[config.mk]
export PLATFORM = sky130hd
export DESIGN_NAME = spi_transaction_controller
export DESIGN_NICKNAME = d
export VERILOG_FILES = /design/src/rtl/spi_transaction_controller.sv
export SDC_FILE = /design/constraint.sdc
export NUM_CORES = 1
export LEC_CHECK = 0
export CAP_MARGIN = 20
export CORE_UTILIZATION = 40
export CTS_BUF_LIST = sky130_fd_sc_hd__clkbuf_4 sky130_fd_sc_hd__clkbuf_8 sky130_fd_sc_hd__clkbuf_16
export DETAILED_ROUTE_END_ITERATION = 10
export PLACE_DENSITY = 0.79
export SLEW_MARGIN = 0
export SYNTH_ARGS = -nofsm -noshare
export SYNTH_HDL_FRONTEND = slang
export SYNTH_SLANG_ARGS = --single-unit
[constraint.sdc]
create_clock -name clock -period 1.7 [get_ports clock]
set_clock_uncertainty 0.2 [all_clocks]
set_input_delay 0.17 -clock clock [delete_from_list [all_inputs] [get_ports clock]]
set_output_delay 0.17 -clock clock [all_outputs]
set_load 0.02 [all_outputs]
[src/rtl/spi_transaction_controller.sv]
// -----------------------------------------------------------------------------
// spi_transaction_controller
//
// Two-requester SPI master sequencer. It owns one external spi_clock_generator
// through gen_reset and one MOSI/MISO bus, and gives each requester its own
// chip select. Frames are DATA_W bits long, SPI mode 0, MSB first. The
// generator's high_t/low_t ticks are the bit strobes: MISO is sampled on
// high_t and MOSI advances on low_t. Requesters are served round-robin.
//
// Ports
//   clock              system clock, all logic on posedge
//   reset              synchronous active-low reset
//   req0/req1          frame request, held high until the matching done pulse
//   tx_data0/tx_data1  frame to send, sampled only on the grant edge
//   done0/done1        one-clock completion pulse, rx_data valid with it
//   rx_data            last received frame, held between frames
//   busy               frame in progress (grant+1 until completion)
//   gen_reset          to the clock generator, 1 holds sclk low
//   high_t/low_t       generator rising/falling-edge ticks
//   miso/mosi          serial data in/out
//   cs0_n/cs1_n        active-low chip selects for requester 0/1
// -----------------------------------------------------------------------------
module spi_transaction_controller #(
  parameter int DATA_W   = 8,
  parameter int CS_SETUP = 4,
  parameter int CS_HOLD  = 4
) (
  input  logic              clock,
  input  logic              reset,
  input  logic              req0,
  input  logic [DATA_W-1:0] tx_data0,
  output logic              done0,
  input  logic              req1,
  input  logic [DATA_W-1:0] tx_data1,
  output logic              done1,
  output logic [DATA_W-1:0] rx_data,
  output logic              busy,
  output logic              gen_reset,
  input  logic              high_t,
  input  logic              low_t,
  input  logic              miso,
  output logic              mosi,
  output logic              cs0_n,
  output logic              cs1_n
);

  localparam int CNT_MAX = (CS_SETUP > CS_HOLD) ? CS_SETUP : CS_HOLD;
  localparam int CNT_W   = (CNT_MAX > 1) ? $clog2(CNT_MAX) : 1;
  localparam int BC_W    = $clog2(DATA_W + 1);

  typedef enum logic [1:0] {
    IDLE,
    SETUP,
    SHIFT,
    HOLD
  } state_t;

  state_t            state_q;
  logic [CNT_W-1:0]  cnt_q;
  logic [BC_W-1:0]   bit_cnt_q;
  logic [DATA_W-1:0] tx_sh_q;
  logic [DATA_W-1:0] rx_sh_q;
  logic [DATA_W-1:0] rx_data_q;
  logic              gnt_q;        // requester owning the current frame
  logic              last_grant_q; // requester served by the previous frame
  logic              cs0_n_q, cs1_n_q, gen_reset_q, mosi_q, busy_q;
  logic              done0_q, done1_q;

  // Arbitration result for a grant taken this cycle; only used in IDLE.
  logic              grant_d;
  logic [DATA_W-1:0] tx_pick_d;

  always_comb begin
    // NOTE: every signal gets a default first so no path leaves it unassigned,
    // which would otherwise infer a latch.
    grant_d = 1'b0;
    if (req0 && req1) begin
      grant_d = ~last_grant_q;
    end else if (req1) begin
      grant_d = 1'b1;
    end
    tx_pick_d = grant_d ? tx_data1 : tx_data0;
  end

  // NOTE: all state is updated with non-blocking assignments so every branch
  // sees the pre-edge value of every register, whatever the statement order.
  always_ff @(posedge clock) begin
    // NOTE: reset is synchronous, so it is an ordinary branch sampled at the
    // edge; a mid-frame reset simply overrides the frame at that edge.
    if (!reset) begin
      state_q      <= IDLE;
      cnt_q        <= '0;
      bit_cnt_q    <= '0;
      tx_sh_q      <= '0;
      rx_sh_q      <= '0;
      rx_data_q    <= '0;
      gnt_q        <= 1'b0;
      last_grant_q <= 1'b1;
      cs0_n_q      <= 1'b1;
      cs1_n_q      <= 1'b1;
      gen_reset_q  <= 1'b1;
      mosi_q       <= 1'b0;
      busy_q       <= 1'b0;
      done0_q      <= 1'b0;
      done1_q      <= 1'b0;
    end else begin
      // done is a pulse: cleared every cycle unless HOLD finishes below.
      done0_q <= 1'b0;
      done1_q <= 1'b0;

      case (state_q)
        IDLE: begin
          if (req0 || req1) begin
            gnt_q     <= grant_d;
            tx_sh_q   <= tx_pick_d;
            mosi_q    <= tx_pick_d[DATA_W-1];
            cs0_n_q   <= grant_d;
            cs1_n_q   <= ~grant_d;
            busy_q    <= 1'b1;
            bit_cnt_q <= '0;
            cnt_q     <= CNT_W'(CS_SETUP - 1);
            state_q   <= SETUP;
          end
        end

        SETUP: begin
          if (cnt_q == '0) begin
            gen_reset_q <= 1'b0;
            state_q     <= SHIFT;
          end else begin
            cnt_q <= cnt_q - CNT_W'(1);
          end
        end

        SHIFT: begin
          // A coincident low_t is dropped: high_t takes priority.
          if (high_t) begin
            rx_sh_q   <= {rx_sh_q[DATA_W-2:0], miso};
            bit_cnt_q <= bit_cnt_q + BC_W'(1);
          end else if (low_t) begin
            if (bit_cnt_q == BC_W'(DATA_W)) begin
              // Falling edge after the last sampled bit ends the frame.
              gen_reset_q <= 1'b1;
              mosi_q      <= 1'b0;
              cnt_q       <= CNT_W'(CS_HOLD - 1);
              state_q     <= HOLD;
            end else begin
              tx_sh_q <= tx_sh_q << 1;
              mosi_q  <= tx_sh_q[DATA_W-2];
            end
          end
        end

        HOLD: begin
          if (cnt_q == '0) begin
            cs0_n_q      <= 1'b1;
            cs1_n_q      <= 1'b1;
            rx_data_q    <= rx_sh_q;
            done0_q      <= ~gnt_q;
            done1_q      <= gnt_q;
            busy_q       <= 1'b0;
            last_grant_q <= gnt_q;
            state_q      <= IDLE;
          end else begin
            cnt_q <= cnt_q - CNT_W'(1);
          end
        end

        default: state_q <= IDLE;
      endcase
    end
  end

  assign done0     = done0_q;
  assign done1     = done1_q;
  assign rx_data   = rx_data_q;
  assign busy      = busy_q;
  assign gen_reset = gen_reset_q;
  assign mosi      = mosi_q;
  assign cs0_n     = cs0_n_q;
  assign cs1_n     = cs1_n_q;

endmodule
### Word-level counts from Yosys, hierarchy flattened

Cells that the tools add are included.

* add/sub/neg operators: 2
* equality and inequality tests: 13
* mux-type cells: 38
* bitwise operators: 3
* reduce and logical (&&, ||, !) cells: 19

Operators by type and width (number)
* 7-bit two-way mux: 4
* 2-bit inequality test (second input constant): 9
* 2-bit two-way mux: 8
* 5-bit AND reduction: 3
* 1-bit two-way mux: 14
* 7-bit one-hot mux with 2 select lines: 1
* 1-bit one-hot mux with 2 select lines: 5
* 3-bit AND reduction: 3
* 4-bit two-way mux: 2
* 8-bit two-way mux: 1
* 2-bit one-hot mux with 4 select lines: 1
* 4-bit one-hot mux with 2 select lines: 1
* 2-bit one-hot mux with 3 select lines: 1
* 2-bit AND reduction: 3
* 6-bit AND reduction: 1
* 2-bit nonzero test: 3
* 4-bit by 1-bit adder with 4-bit output (second input constant): 1
* 2-bit == test (second input constant): 2
* 4-bit == test (second input constant): 1
* 2-bit zero test: 2
* 4-bit AND reduction: 1
* 1-bit inverter: 3
* 2-bit by 1-bit == test with 1-bit output (second input constant): 1
* 2-bit OR reduction: 1
* other kinds (3): 3

* register bits after elaboration: 40
* bits of input ports: 23
* output and inout port bits: 15
* logic and storage cells: 90

### Depth between registers and ports, before layout

Gate-level depths: netlist of run 1.

* depth in word-level cells: 5
* depth in mapped cells: 8
* gate-level depth less buffers: 6

### Least setup slack after synthesis of run 1

OpenSTA, ideal clock, no wires.

* path kind: reg-to-reg
* from: register state_q[0]
* to: register tx_sh_q[6]
* library setup time: 0.117 ns
* arrival time: 1.561 ns
* required time: 1.383 ns
* setup slack: -0.179 ns
* cell stages (with the launch flop): 9
* buffers on the path: 2
* period minus slack after synthesis: 1.879 ns
* cell sequence: dfxtp_1 inv_1 ha_1 buf_2 nor2_1 a211oi_2 and2_0 clkbuf_1 a32o_1

* cells in the longest elaborated chain, start to end: 3
* elaborated cells between the ends (all ways): 9
* classes of those cells: eq/ne: 5; mux: 1; reduce/logical: 3

Ends and longest elaborated chain
* from (decl): RTL line 58 `state_t state_q;`
* from (signal assigned): RTL line 91 `state_q <= IDLE;`
* from (signal assigned): RTL line 122 `state_q <= SETUP;`
* from (signal assigned): RTL line 129 `state_q <= SHIFT;`
* 2-bit == test / 2-bit zero test (equally long branches): RTL line 111 `case (state_q)`
* 2-bit inequality test (no line) / 2-bit nonzero test (equally long branches)
* 5-bit AND reduction (no line)
* to (signal assigned): RTL line 115 `tx_sh_q <= tx_pick_d;`
* to (signal assigned): RTL line 148 `tx_sh_q <= tx_sh_q << 1;`
* to (decl): RTL line 61 `logic [DATA_W-1:0] tx_sh_q;`

Several ways; a longest one is shown, not always the timed one.
A chain may end at the register's enable or synchronous reset.

### Worst setup path in the final report of run 1

* from: register state_q[0]
* to: register state_q[0]

* cells in the longest elaborated chain, start to end: 3
* elaborated cells between the ends (all ways): 12
* classes of those cells: eq/ne: 9; mux: 1; reduce/logical: 2

Ends and longest elaborated chain (RTL line)
* 2-bit == test, or another cell as far along: 111
* 2-bit inequality test (no line)
* 6-bit AND reduction (no line)

Several ways; a longest one is shown, not always the timed one.

==> results of run 1 <==
==> synthesized netlist by cell type (3+ instances only) <==
| cell | instances |
|---|---|
| mux2i_1 | 8 |
| o22ai_1 | 3 |
| nand2_1 | 37 |
| o21ai_0 | 4 |
| clkbuf_1 | 7 |
| inv_1 | 9 |
| dfxtp_1 | 40 |
| a21oi_1 | 21 |
| nor2_1 | 9 |
| buf_2 | 3 |
| ha_1 | 8 |
| nor4_1 | 3 |
| a32o_1 | 6 |
| nand2b_1 | 4 |
| nand3_1 | 10 |
| o2bb2ai_1 | 6 |
==> worst max-delay path by stage <==
| stage | start | endpoint | slack, ns | depth (start not counted) |
|---|---|---|---|---|
| after floorplan | state_q[1] | tx_sh_q[1] | -0.04 | 7 |
| after global placement | req1 | mosi | -0.25 | 6 |
| after detailed placement | req1 | mosi | -0.27 | 6 |
| after CTS | state_q[1] | state_q[0] | -0.08 | 6 |
| after global routing | state_q[1] | tx_sh_q[5] | -0.12 | 6 |
| final | state_q[0] | state_q[0] | -0.05 | 6 |
==> final cells by class <==
| cell class | instances | area (sq um) | area share |
|---|---|---|---|
| multi-input cells | 149 | 1110 | 0.398 |
| flip-flops and latches | 40 | 806 | 0.289 |
| repair buffers | 73 | 648 | 0.232 |
| clock buffers | 5 | 68.8 | 0.0247 |
| well taps | 52 | 65.1 | 0.0233 |
| clock inverters | 3 | 47.5 | 0.0171 |
| inverters | 10 | 42.5 | 0.0153 |
==> registers in the layout, summed over array words and instances (netlist names) <==
register,cells
bit_cnt_q,4
busy,1
cnt_q,2
cs0_n,1
cs1_n,1
done0,1
done1,1
gen_reset,1
gnt_q,1
last_grant_q,1
mosi,1
rx_data,8
rx_sh_q,8
state_q,2
tx_sh_q,7
==> worst max-delay path: cells and delay by family (launching register included) <==
family,cells,cell delay (ns)
AOI/OAI and AO/OA,2,0.36
adders and majority gates,1,0.16
buffers and inverters,1,0.06
DFF,1,0.37
and+or+nand+nor,2,0.52
==> power groups by stage <==
stage          clock network, mW  registers (mW)  logic [mW]
5_1_grt                    0.859            1.22        2.07
2_1_floorplan                  0            1.24       0.947
4_1_cts                    0.811            1.21        1.69
6_report                   0.805            1.21        1.91
3_3_place_gp                   0            1.21        1.57
3_5_place_dp                   0            1.21        1.62
==> metal layers <==
metal / track usage / up-vias
met1: 0.234 / 844
met5: 0 / -
li1: - / 885
met3: 0.0447 / 17
met2: 0.354 / 44
met4: 0.102 / 0
==> kinds of logic (layout without fill, tap and decap cells) <==
kind of cell / count (synthesis) / in the layout / share of synthesized area
adders and majority gates: 8 / 8 / 0.0537
muxes: 9 / 9 / 0.0490
DFF: 40 / 40 / 0.430
AOI/OAI and AO/OA: 54 / 54 / 0.199
and+or+nand+nor: 76 / 76 / 0.205
buffers and inverters: 23 / 91 / 0.0544
xor gates and xnor gates: 2 / 2 / 0.00940
==> per-stage QoR <==
step	hold WS, ns	cell area [sq um]	std cells
final	0.259	2790	332
after global routing	0.280	2790	332
after CTS	0.261	2690	332
after detailed placement	0.249	2530	324
after global placement	0.241	2530	324
after floorplan	0.133	1900	212
==> repair_timing <==
action                     in CTS  in global routing
setup endpoints to repair      11                 20
resized for setup               8                 25
pin swaps                      10                  5
setup buffers                   0                  1
==> reports/metrics.yaml, run 1 <==
setup_path:
  worstPathCellList: "inv_4 > ha_4 > nor3b_4 > a21o_1 > or3_4 > a211oi_2"
  worstPathMaxFanout: 4
  crit_path_top_delay_cell: "dfxtp_2"
  rr_startpoint: "state_q[0]"
  reg2reg_depth: 6
  cp.arrival_ns: 1.77
  max_stage_delay_ns: 0.37
  crit_required_ns: 1.72
  r2r_slack_ns: -0.05
  start_kind: "register"
  cp-end-kind: "register"
  path_class: "reg -> reg"
  rr_endpoint: "state_q[0]"
synth:
  synth-async-reset-ratio: 0
  synth_edf_count: 0
  avgSynthCellArea_sq_um: 8.79
  synth_cell_type_count: 43
  ys_ff_latch: 40
  syn_area_sq_um: 1860
  synth_seq_area_share: 0.430
  synthTopCellsByArea: "dfxtp_1 (43%), nand2_1 (7.4%), a21oi_1 (5.6%), ha_1 (5.4%), mux2i_1 (4.3%)"
  syn_nets: 243
  synth.yosys.warnings: 0
  yosysTopAreaCellShare: 0.430
  synth_top_cell_by_area: "dfxtp_1"
  ys.flop_type: "dfxtp_1"
  syn_inst: 212
sta:
  setup_slack_ns: -0.0469
  fin_crit_sh: 1.03
  worst_pin_slew_ns: 0.342
  slew_headroom: 0.771
  maxSlewViolCount: 0
  rsz0062_at_grt: "true"
  post-route-min-period_ns: 1.75
  final.setup.tns_ns: -0.351
  max_freq_ghz: 0.572
  hold_viol: 0
  finalSetupViolations: 11
routing:
  drtIter0Drc: 106
  via_per_inst: 5.39
  routed_wl_um: 4970
  wl_met3_um: 184
  drtPass1Iterations: 4
  wire_per_inst_um: 15.0
  wirelength_met1_um: 1990
  top_layer_used: "met4"
  route.vias.total: 1790
  wl_met2_um: 2630
  final_antenna_net_count: 0
  drc_errors: 0
cts:
  numCtsBuffers: 5
  clk_latency_ns: 0.31
  cts_buffer_depth: 2
  ctsRootBufferMaster: "clkbuf_8"
  holdBufCountCts: 0
  clkSlewWorstSetupHoldPaths_ns: 0.09
  htreeDepth: 2
  cts.sinks: 40
  cts_tree: "built"
grt:
  grt_antenna_before_repair: 0
  gr-total-overflow: 0
  grt_max_degree: 15
  grt_pass1_wl_um: 7840
  grt_pass1_vias: 1727
  track_usage: 0.204
pwr:
  power.internal_mw: 2.51
  p_seq_frac: 0.308
  p_leak_nw: 1.04
  switching_share: 0.361
  p_per_area_nw_per_um2: 1410
  finalPower_mw: 3.92
  p_switching_mw: 1.41
  clockPowerShare: 0.205
  worst_ir_drop_vdd_uv: 804
  combinationalPowerShare: 0.487
cells_and_area:
  layout_commonest_cell: "dfxtp_1"
  finalCoreUtilization: 0.632
  area_delta_synth_final_pct: 49.5
  final_cell_mix: "dfxtp_1 (38), nand2_1 (37), clkdlybuf4s50_1 (37), buf_4 (34), a21oi_1 (19)"
  drive_gt1_frac: 0.279
  diodes: 0
  fillers: 351
  nNetsFinal: 310
job:
  maxCapViolations: 0
placed_design:
  io_buffer_count: 37
  pre_cts_ws_ns: -0.273
  place.gp.congestion: 0.775
  hpwl_um: 3370
hold_path:
  hold_path_end: "rx_data[1]"
  hold_path.startpoint: "rx_data[1]"
  hold_depth: 2
  min_path_type: "reg -> reg"
floorplan:
  die_area_sq_um: 4940
  die_h_um: 70.3
  pin_count: 38
  start_util: 0.422
  core_sq_um: 4410
  die_w_um: 70.3
  placementRows: 24
run_status:
  violations: "negative setup slack"
  status: "finished with violations"
Note: power is estimated with default switching activity, not from simulation.
==> run 2, diff against run 1 <==
--- a/config.mk
+++ b/config.mk
@@ -10,7 +10,6 @@
 export CTS_BUF_LIST = sky130_fd_sc_hd__clkbuf_4 sky130_fd_sc_hd__clkbuf_8 sky130_fd_sc_hd__clkbuf_16
 export DETAILED_ROUTE_END_ITERATION = 10
 export PLACE_DENSITY = 0.79
-export SLEW_MARGIN = 0
 export SYNTH_ARGS = -nofsm -noshare
 export SYNTH_HDL_FRONTEND = slang
 export SYNTH_SLANG_ARGS = --single-unit
==> results of run 2 <==
Same layout as run 1: the final DEF is identical, and so are final timing and power.
==> run 3, diff against run 2 <==
--- a/config.mk
+++ b/config.mk
@@ -7,8 +7,9 @@
 export LEC_CHECK = 0
 export CAP_MARGIN = 20
 export CORE_UTILIZATION = 40
-export CTS_BUF_LIST = sky130_fd_sc_hd__clkbuf_4 sky130_fd_sc_hd__clkbuf_8 sky130_fd_sc_hd__clkbuf_16
+export CTS_BUF_LIST = sky130_fd_sc_hd__clkbuf_4
 export DETAILED_ROUTE_END_ITERATION = 10
+export GPL_TIMING_DRIVEN = 0
 export PLACE_DENSITY = 0.79
 export SYNTH_ARGS = -nofsm -noshare
 export SYNTH_HDL_FRONTEND = slang
==> run 3 against run 2 <==
Against the previous run:
- the run still ends with negative setup slack left
- cell area fell by 3.9%
- routed wire length fell by 7.3%
- non-clock buffer count fell by 13
- maximum frequency fell by 2.2%
- highest routed layer unchanged
==> reports/metrics.yaml, run 3 (synthesized netlist as in run 1, its figures left out) <==
run_status:
  status: "finished with violations"
  violations: "negative setup slack"
hold_path:
  min_path_type: "in -> reg"
  hold_path.startpoint: "reset"
  hold_depth: 3
  hold_path_end: "state_q[0]"
cells_and_area:
  fillers: 380
  area_delta_synth_final_pct: 43.6
  ff_latch_area_sq_um: 811
  diodes: 0
  final_cell_mix: "nand2_1 (36), dfxtp_1 (36), clkdlybuf4s50_1 (28), a21oi_1 (19), buf_4 (16)"
  nNetsFinal: 297
  multiInputGateArea_sq_um: 1090
  finalCoreUtilization: 0.607
  drive_gt1_frac: 0.228
  final_cells: 319
floorplan:
  pin_count: 38
  die_area_sq_um: 4940
  die_h_um: 70.3
  start_util: 0.422
  placementRows: 24
  core_sq_um: 4410
  die_w_um: 70.3
setup_path:
  rr_endpoint: "cnt_q[0]"
  start_kind: "register"
  path_class: "reg -> reg"
  cp.arrival_ns: 1.81
  crit_required_ns: 1.73
  reg2reg_depth: 7
  rr_startpoint: "state_q[0]"
  r2r_slack_ns: -0.09
  cp-end-kind: "register"
  worstPathMaxFanout: 4
cts:
  cts_tree: "built"
  clkSlewWorstSetupHoldPaths_ns: 0.11
  htreeDepth: 2
  cts.sinks: 40
  holdBufCountCts: 0
  cts_buffer_depth: 2
  numCtsBuffers: 5
  clk_latency_ns: 0.35
  ctsRootBufferMaster: "clkbuf_4"
placed_design:
  pre_cts_ws_ns: -0.454
  place_inst: 300
  place.gp.congestion: 0.809
  hpwl_um: 2940
  io_buffer_count: 36
routing:
  route.vias.total: 1737
  final_antenna_net_count: 0
  drtPass1Iterations: 7
  via_per_inst: 5.45
  wire_per_inst_um: 14.4
  routed_wl_um: 4600
  drtIter0Drc: 151
  drc_errors: 0
pwr:
  worst_ir_drop_vdd_uv: 698
  p_per_area_nw_per_um2: 1470
  p_leak_nw: 1.07
sta:
  post-route-min-period_ns: 1.79
  worst_pin_slew_ns: 0.499
  maxSlewViolCount: 0
  fin_crit_sh: 1.05
  setup_slack_ns: -0.0866
  finalSetupViolations: 18
  slew_headroom: 0.668
  hold_viol: 0
  hold_ws_ns: 0.113
  max_freq_ghz: 0.560
  rsz0062_at_grt: "true"
grt:
  track_usage: 0.191
  grt_max_degree: 14
  grt_pass1_wl_um: 7530
  gr-total-overflow: 0
  grt_pass1_vias: 1688
  grt_antenna_before_repair: 0
job:
  maxCapViolations: 0
run 3: critical path: stages, from the launching register on:
cell      delay [ns]
dfxtp_4         0.37
inv_4           0.08
ha_4            0.15
nor3b_4         0.33
buf_4           0.21
a21oi_2         0.05
a31oi_1         0.22
a311oi_2        0.07
run 3: repair_timing:
item / in CTS / in global routing
pin swaps: 18 / 5
setup endpoints to repair: 24 / 44
setup buffers: 14 / 1
resized for setup: 24 / 25
run 3: worst max path at each step:
stage	cells after the start	end	slack, ns	startpoint
after floorplan	7	tx_sh_q[1]	-0.04	state_q[1]
after global placement	6	tx_sh_q[0]	-0.45	req1
after detailed placement	6	tx_sh_q[5]	-0.45	req1
after CTS	6	state_q[0]	-0.09	state_q[0]
after global routing	7	gen_reset	-0.17	bit_cnt_q[1]
final	7	cnt_q[0]	-0.09	state_q[0]
run 3: power by group:
group / internal, mW / switching (mW)
Sequential: 1.10 / 0.102
Combinational: 0.864 / 0.931
Clock: 0.606 / 0.318
run 3: metrics by stage:
step / area (sq um) / TNS [ns] / power, mW
2_1_floorplan: 1900 / -0.270 / 2.18
3_3_place_gp: 2320 / -5.65 / 2.50
3_5_place_dp: 2320 / -5.67 / 2.54
4_1_cts: 2620 / -0.547 / 3.76
5_1_grt: 2680 / -2.19 / 4.11
6_report: 2680 / -0.820 / 3.92
run 3: metal layers:
layer	global-route usage	share of wire
met2	0.343	0.51
met4	0.0667	0.021
met5	0	0
met1	0.222	0.43
met3	0.0418	0.042
run 3: layout make-up:
| type | count | area share |
|---|---|---|
| inverters | 10 | 0.0159 |
| multi-input cells | 149 | 0.406 |
| flip-flops and latches | 40 | 0.303 |
| clock buffers | 5 | 0.0140 |
| clock inverters | 3 | 0.0336 |
| plain buffers | 9 | 0.0178 |
| well taps | 52 | 0.0243 |
| repair buffers | 51 | 0.186 |
